`config.mk`:
```
export PLATFORM = sky130hd
export DESIGN_NAME = pll_phase_stepper_flat
export DESIGN_NICKNAME = d
export VERILOG_FILES = /design/src/rtl/pll_phase_pkg.sv /design/src/rtl/pll_phase_stepper_if.sv /design/src/rtl/pll_phase_stepper.sv /design/src/flat_wrapper.sv
export SDC_FILE = /design/constraint.sdc
export NUM_CORES = 1
export LEC_CHECK = 0
export ABC_AREA = 1
export CAP_MARGIN = 40
export CORE_UTILIZATION = 47
export CTS_CLUSTER_DIAMETER = 200
export DETAILED_ROUTE_END_ITERATION = 7
export PLACE_DENSITY = 0.76
export SLEW_MARGIN = 0
export SYNTH_ARGS = -nofsm -noshare
export SYNTH_HDL_FRONTEND = slang
export SYNTH_SLANG_ARGS = --single-unit
```
`constraint.sdc`:
```
create_clock -name clk_i -period 2.6 [get_ports clk_i]
set_clock_uncertainty 0.15 [all_clocks]
set_input_delay 0.52 -clock clk_i [delete_from_list [all_inputs] [get_ports clk_i]]
set_output_delay 0.52 -clock clk_i [all_outputs]
set_load 0.05 [all_outputs]
```
`src/rtl/pll_phase_pkg.sv`:
```
// Shared types and constants for the PLL dynamic phase-shift sequencer.
package pll_phase_pkg;

    localparam int POS_W = 10;

    typedef logic [POS_W-1:0] pos_t;

    localparam logic [2:0] ST_IDLE    = 3'd0;
    localparam logic [2:0] ST_SETUP   = 3'd1;
    localparam logic [2:0] ST_STEP_HI = 3'd2;
    localparam logic [2:0] ST_STEP_LO = 3'd3;
    localparam logic [2:0] ST_LOAD    = 3'd4;
    localparam logic [2:0] ST_DONE    = 3'd5;

    typedef enum logic [2:0] {
        IDLE    = ST_IDLE,
        SETUP   = ST_SETUP,
        STEP_HI = ST_STEP_HI,
        STEP_LO = ST_STEP_LO,
        LOAD    = ST_LOAD,
        DONE    = ST_DONE
    } state_e;

    function automatic int max3(input int a, input int b, input int c);
        int m;
        m = (a > b) ? a : b;
        return (m > c) ? m : c;
    endfunction

endpackage

```
`src/rtl/pll_phase_stepper_if.sv`:
```
// Command channel into the phase stepper.
// A command transfers on a rising clock edge where cmd_valid and cmd_ready are both high;
// the source must hold cmd_valid and the payload stable until that edge.
interface pll_phase_stepper_if #(
    parameter int CNT_W = 8
) ();

    logic             cmd_valid;
    logic             cmd_ready;
    logic [1:0]       cmd_sel;
    logic             cmd_dir;
    logic [CNT_W-1:0] cmd_steps;
    logic             cmd_load;

    modport master (
        output cmd_valid,
        output cmd_sel,
        output cmd_dir,
        output cmd_steps,
        output cmd_load,
        input  cmd_ready
    );

    modport slave (
        input  cmd_valid,
        input  cmd_sel,
        input  cmd_dir,
        input  cmd_steps,
        input  cmd_load,
        output cmd_ready
    );

endinterface

```
`src/rtl/pll_phase_stepper.sv`:
```
// Turns step/load commands into timed phasestep/phaseloadreg strobes for the ECP5 PLL
// dynamic phase port and tracks the accumulated phase of each PLL output.
module pll_phase_stepper
    import pll_phase_pkg::*;
#(
    parameter int SETUP_CYC = 2,
    parameter int STEP_W    = 4,
    parameter int STEP_GAP  = 4,
    parameter int CNT_W     = 8
) (
    input  logic                  clk_i,
    input  logic                  reset_n,
    pll_phase_stepper_if.slave    cmd,
    input  logic                  locked,
    output logic [1:0]            phasesel,
    output logic                  phasedir,
    output logic                  phasestep,
    output logic                  phaseloadreg,
    output logic                  busy,
    output logic                  done,
    output logic                  err,
    output logic [4*POS_W-1:0]    pos_o,
    output state_e                state_o
);

    if (SETUP_CYC < 1 || STEP_W < 1 || STEP_GAP < 1) begin : g_bad_param
        $error("pll_phase_stepper: SETUP_CYC, STEP_W and STEP_GAP must all be >= 1");
    end

    localparam int MAX_CYC = max3(SETUP_CYC, STEP_W, STEP_GAP);
    localparam int TW      = $clog2(MAX_CYC + 1);

    localparam logic [TW-1:0] SETUP_LD = TW'(SETUP_CYC - 1);
    localparam logic [TW-1:0] HI_LD    = TW'(STEP_W - 1);
    localparam logic [TW-1:0] LO_LD    = TW'(STEP_GAP - 1);

    logic [2:0]       state_q, state_d;
    logic [TW-1:0]    tmr_q, tmr_d;
    logic [CNT_W-1:0] rem_q, rem_d;
    logic             load_q, load_d;
    logic [1:0]       phasesel_q, phasesel_d;
    logic             phasedir_q, phasedir_d;
    logic             phasestep_q, phasestep_d;
    logic             phaseloadreg_q, phaseloadreg_d;
    logic             done_q, done_d;
    logic             err_q, err_d;
    pos_t [3:0]       pos_q, pos_d;

    logic accept;
    logic running;
    logic abort;

    assign cmd.cmd_ready = (state_q == ST_IDLE) && locked;
    assign accept        = cmd.cmd_valid && cmd.cmd_ready;
    assign running       = (state_q == ST_SETUP) || (state_q == ST_STEP_HI) ||
                           (state_q == ST_STEP_LO) || (state_q == ST_LOAD);
    assign abort         = running && !locked;

    always_comb begin
        state_d    = state_q;
        rem_d      = rem_q;
        load_d     = load_q;
        phasesel_d = phasesel_q;
        phasedir_d = phasedir_q;
        err_d      = err_q;
        pos_d      = pos_q;

        case (state_q)
            ST_IDLE: begin
                if (accept) begin
                    state_d    = ST_SETUP;
                    phasesel_d = cmd.cmd_sel;
                    phasedir_d = cmd.cmd_dir;
                    rem_d      = cmd.cmd_steps;
                    load_d     = cmd.cmd_load;
                    err_d      = 1'b0;
                end
            end
            ST_SETUP: begin
                if (tmr_q == '0) begin
                    if (load_q)             state_d = ST_LOAD;
                    else if (rem_q == '0)   state_d = ST_DONE;
                    else                    state_d = ST_STEP_HI;
                end
            end
            ST_STEP_HI: begin
                if (tmr_q == '0) begin
                    state_d = ST_STEP_LO;
                    rem_d   = rem_q - CNT_W'(1);
                    pos_d[phasesel_q] = phasedir_q ? pos_q[phasesel_q] - pos_t'(1)
                                                   : pos_q[phasesel_q] + pos_t'(1);
                end
            end
            ST_STEP_LO: begin
                if (tmr_q == '0) state_d = (rem_q != '0) ? ST_STEP_HI : ST_DONE;
            end
            ST_LOAD: begin
                if (tmr_q == '0) begin
                    state_d           = ST_DONE;
                    pos_d[phasesel_q] = '0;
                end
            end
            ST_DONE: state_d = ST_IDLE;
            default: state_d = ST_IDLE;
        endcase

        // Lock loss wins over any step completing on the same edge.
        if (abort) begin
            state_d = ST_DONE;
            rem_d   = rem_q;
            pos_d   = pos_q;
            err_d   = 1'b1;
        end

        // One timer serves every timed state; it reloads on each state change.
        tmr_d = tmr_q;
        if (state_d != state_q) begin
            case (state_d)
                ST_SETUP:   tmr_d = SETUP_LD;
                ST_STEP_HI: tmr_d = HI_LD;
                ST_STEP_LO: tmr_d = LO_LD;
                ST_LOAD:    tmr_d = HI_LD;
                default:    tmr_d = '0;
            endcase
        end else if (tmr_q != '0) begin
            tmr_d = tmr_q - TW'(1);
        end

        phasestep_d    = (state_d == ST_STEP_HI);
        phaseloadreg_d = (state_d == ST_LOAD);
        done_d         = (state_d == ST_DONE);
    end

    always_ff @(posedge clk_i or negedge reset_n) begin
        if (!reset_n) begin
            state_q        <= ST_IDLE;
            tmr_q          <= '0;
            rem_q          <= '0;
            load_q         <= 1'b0;
            phasesel_q     <= 2'd0;
            phasedir_q     <= 1'b0;
            phasestep_q    <= 1'b0;
            phaseloadreg_q <= 1'b0;
            done_q         <= 1'b0;
            err_q          <= 1'b0;
            pos_q          <= '0;
        end else begin
            state_q        <= state_d;
            tmr_q          <= tmr_d;
            rem_q          <= rem_d;
            load_q         <= load_d;
            phasesel_q     <= phasesel_d;
            phasedir_q     <= phasedir_d;
            phasestep_q    <= phasestep_d;
            phaseloadreg_q <= phaseloadreg_d;
            done_q         <= done_d;
            err_q          <= err_d;
            pos_q          <= pos_d;
        end
    end

    assign phasesel     = phasesel_q;
    assign phasedir     = phasedir_q;
    assign phasestep    = phasestep_q;
    assign phaseloadreg = phaseloadreg_q;
    assign done         = done_q;
    assign err          = err_q;
    assign busy         = (state_q != ST_IDLE);
    assign pos_o        = pos_q;
    assign state_o      = state_e'(state_q);

endmodule

```
`src/flat_wrapper.sv`:
```
// flat-port wrapper written by rule: the top's interface ports become plain ports
module pll_phase_stepper_flat import pll_phase_pkg::*;
#(
    parameter int SETUP_CYC = 2,
    parameter int STEP_W    = 4,
    parameter int STEP_GAP  = 4,
    parameter int CNT_W     = 8
)
  (clk_i, reset_n, locked, phasesel, phasedir, phasestep, phaseloadreg, busy, done, err, pos_o, state_o, cmd_cmd_valid, cmd_cmd_sel, cmd_cmd_dir, cmd_cmd_steps, cmd_cmd_load, cmd_cmd_ready);
  pll_phase_stepper_if #(.CNT_W(CNT_W)) cmd_i ();
  input  logic clk_i;
  input  logic reset_n;
  input  logic locked;
  output logic [1:0] phasesel;
  output logic phasedir;
  output logic phasestep;
  output logic phaseloadreg;
  output logic busy;
  output logic done;
  output logic err;
  output logic [4*POS_W-1:0] pos_o;
  output state_e state_o;
  input wire logic [$bits(cmd_i.cmd_valid)-1:0] cmd_cmd_valid;
  input wire logic [$bits(cmd_i.cmd_sel)-1:0] cmd_cmd_sel;
  input wire logic [$bits(cmd_i.cmd_dir)-1:0] cmd_cmd_dir;
  input wire logic [$bits(cmd_i.cmd_steps)-1:0] cmd_cmd_steps;
  input wire logic [$bits(cmd_i.cmd_load)-1:0] cmd_cmd_load;
  output wire logic [$bits(cmd_i.cmd_ready)-1:0] cmd_cmd_ready;
  assign cmd_i.cmd_valid = cmd_cmd_valid;
  assign cmd_i.cmd_sel = cmd_cmd_sel;
  assign cmd_i.cmd_dir = cmd_cmd_dir;
  assign cmd_i.cmd_steps = cmd_cmd_steps;
  assign cmd_i.cmd_load = cmd_cmd_load;
  assign cmd_cmd_ready = cmd_i.cmd_ready;
  pll_phase_stepper #(.SETUP_CYC(SETUP_CYC), .STEP_W(STEP_W), .STEP_GAP(STEP_GAP), .CNT_W(CNT_W)) u_core (.clk_i(clk_i), .reset_n(reset_n), .cmd(cmd_i), .locked(locked), .phasesel(phasesel), .phasedir(phasedir), .phasestep(phasestep), .phaseloadreg(phaseloadreg), .busy(busy), .done(done), .err(err), .pos_o(pos_o), .state_o(state_o));
endmodule
```
==> metrics.md <==
| Metric | Value |
|---|---|
| I/O pins | 68 |
| Cells on worst reg2reg path | 13 |
| Flops & latches, synth | 62 |
| Later-pin clock latency in the skew report | 340 ps |
| Die X | 88.78 µm |
| Die Ht | 88.78 µm |
| Clock Pin Slew Worst Setup and Hold Paths | 60 ps |
| Synth Cell Area | 3540 µm² |
| Layout area overhead | 43.62% |
| Synth area leaders | dfrtp_1 44%, nand2_1 12%, inv_1 6.0%, o21ai_0 5.1%, ha_1 4.2% |
| Data required, critical path | 2680 ps |
| Final Hold Viols | 0 |
| WP data arrival | 2640 ps |
| Num rows | 31 |
| Status | completed |
| Crit-path cells | buf_6 -> nor2_4 -> buf_4 -> a22oi_2 -> o221ai_1 -> ha_1 -> buf_4 -> nand2_2 -> nor3_4 -> nand3_1 -> a21o_1 -> nand3_4 -> o21ai_1 |
| RSZ-0062 raised after global routing | true |
| Placement Setup Slack | -73.56 ps |
| # diodes | 0 |
| Largest net degree at the start of global routing | 33 |
| First-pass GRT wire length | 15.68 mm |
| Non-filler cells, final | 659 |
| Yosys top cell area share | 0.4383 |
| Setup violators final | 0 |
| Nets@finish | 586 |
| CTS sink count | 62 |
| Drt via density | 5.426 |
| Top_reg_cell synth | dfrtp_1 |
| Slowest Stage Delay on Critical Path | 390 ps |
| Avg Synthesized Cell Area | 7.990 µm² |
| Synth area leader | dfrtp_1 |
| Overall Global Routing Usage | 0.2644 |
| Post-synth top cells | 110 x nand2_1, 62 x dfrtp_1, 57 x inv_1, 36 x o21ai_0, 30 x nor2_1 |
| Crit share post-route | 0.9853 |
| H-tree levels | 3 |
| Tmin final | 2562 ps |
| Final worst slack | 38.24 ps |
| Share of layout cells above drive strength 1 | 0.2464 |
| DR vias | 3,576 |
| Max Cap Viol | 0 |
| Fillers | 584 |
| Routed Antenna Nets | 0 |
| Most common cell in the netlist | nand2_1 |
| Number of synthesized flops with an enable pin | 0 |
| Cells after Synth | 443 |
| Core area | 7253 µm² |
| First-pass DRT Iterations | 6 |
| Worst slew margin | 0.5425 |
| PortBufs | 67 |
| GP Congestion | 0.9271 |
| Final setup TNS | 0 ps |
| Setup crit end kind | flop |
| Crit path kind | reg2reg |
| Iter 0 DRT Violations | 245 |
| Actual slew at the worst max-slew pin | 686.2 ps |
| Post-DP HPWL | 7.184 mm |
| TritonCTS Buffers | 9 |
| Most used cell along the critical path | buf_4 |
| Die Area | 7882 µm² |
| DRC Markers | 0 |
| Max Fanout on Critical Path | 5 |
| Slew Viols, Final | 0 |
| FMAX | 390.4 MHz |
| Initial antenna violation count | 0 |
| Root Driver | clkbuf_8 |
| CTS tree | built |
| Vias in the first global route | 3,453 |
| YS warnings | 0 |
| Post-CTS Hold Fix Bufs | 0 |
| Post-synth ARST share | 1.000 |
| Post-synth net total | 472 |
| CP max-delay cell | dfrtp_2 |
| Setup crit start kind | flop |
| Synth cell types | 40 |
| CTS max path bufs | 2 |
| Effective utilization at floorplan | 0.4880 |
| Seq/Total Area, Yosys | 0.4383 |
| Overflow after GRT | 0 |
| Placed Cells | 637 |
| DRT Wirelength | 9.973 mm |
| HP Class | in2async |
| WL per Instance | 15.13 µm |
==> path summary, 6_finish.rpt <==
check | startpoint | endpoint | slack, ps
max in group asynchronous | reset_n | u_core.pos_o[3]$_DFFE_PN0P_ | 1730
setup reg to reg | u_core.phasesel[0]$_DFFE_PN0P_ | u_core.pos_o[29]$_DFFE_PN0P_ | 40
min in group clk_i | u_core.err$_DFFE_PN0P_ | u_core.err$_DFFE_PN0P_ | 330
setup / recovery | u_core.phasesel[0]$_DFFE_PN0P_ | u_core.pos_o[29]$_DFFE_PN0P_ | 40
hold reg to reg | u_core.err$_DFFE_PN0P_ | u_core.err$_DFFE_PN0P_ | 330
hold / removal | reset_n | u_core.rem_q[5]$_DFFE_PN0P_ | 20
==> layer usage <==
layer  track usage  vias to the layer above  routed length, µm
met5             0                        -                  0
met4        0.1276                        0                281
met3       0.03265                       34                550
met2        0.4573                      140               4964
met1        0.3272                     1700               4178
li1              -                     1702                  -
==> repair_timing <==
action                     4_1_cts  5_1_grt
resized for setup                7       56
buffers inserted                 3        4
pin swaps                        3       20
setup endpoints to repair       11       26
cloned                           0        1
==> logic make-up after synthesis <==
group | synth area share
adders and majority gates | 0.04807
DFF | 0.4383
and+or+nand+nor | 0.2563
xor gates and xnor gates | 0.004950
AOI/OAI and AO/OA | 0.1711
buffers and inverters | 0.08130
==> cells in the final DEF (no fill, tap or decap), drive strengths merged, types with 13 or more instances in the layout <==
master / Yosys / routed
dfrtp: 62 / 62
a21oi: 18 / 18
inv: 64 / 64
nand2: 119 / 119
nor2: 39 / 39
clkbuf: 1 / 13
clkdlybuf4s50: 0 / 64
nand3: 23 / 23
buf: 6 / 45
o21ai: 43 / 43
==> flip-flops by register name, indices dropped and copies added (netlist names) <==
signal and flops:
u_core.load_q 1, u_core.phasedir 1, u_core.err 1, u_core.phasesel 2, u_core.tmr_q 3, u_core.state_o 3
u_core.done 1, u_core.rem_q 8, u_core.phasestep 1, u_core.pos_o 40, u_core.phaseloadreg 1
==> worst max-delay path: cells and delay by family (launching register included) <==
kind,cells,cell delay (ps)
compound gates,4,600
simple gates,5,590
flops,1,390
fa+ha+maj,1,320
buf+inv,3,410
==> per-stage QoR <==
| stage | instance area, µm² | utilization | hold slack, ps |
|---|---|---|---|
| 6_report | 5084 | 0.7009 | 17.70 |
| 5_1_grt | 5084 | 0.7009 | 58.04 |
| 3_3_place_gp | 4579 | 0.6314 | 310.4 |
| 4_1_cts | 4797 | 0.6614 | 20.49 |
| 2_1_floorplan | 3550 | - | 74.41 |
| 3_5_place_dp | 4579 | 0.6314 | 318.0 |
==> layout make-up <==
| class | count | area [µm²] | area share |
|---|---|---|---|
| clock buffer | 13 | 168.9 | 0.03323 |
| tap | 99 | 123.9 | 0.02437 |
| inverter | 64 | 242.7 | 0.04775 |
| multi-input combinational | 310 | 1959 | 0.3854 |
| timing repair buffer | 110 | 1030 | 0.2026 |
| sequential | 62 | 1554 | 0.3057 |
| clock inverter | 1 | 5.005 | 0.0009845 |
Power is left out: the tool's default activity adds up to more than one toggle a clock period on the data nets, which glitch-free logic cannot reach.
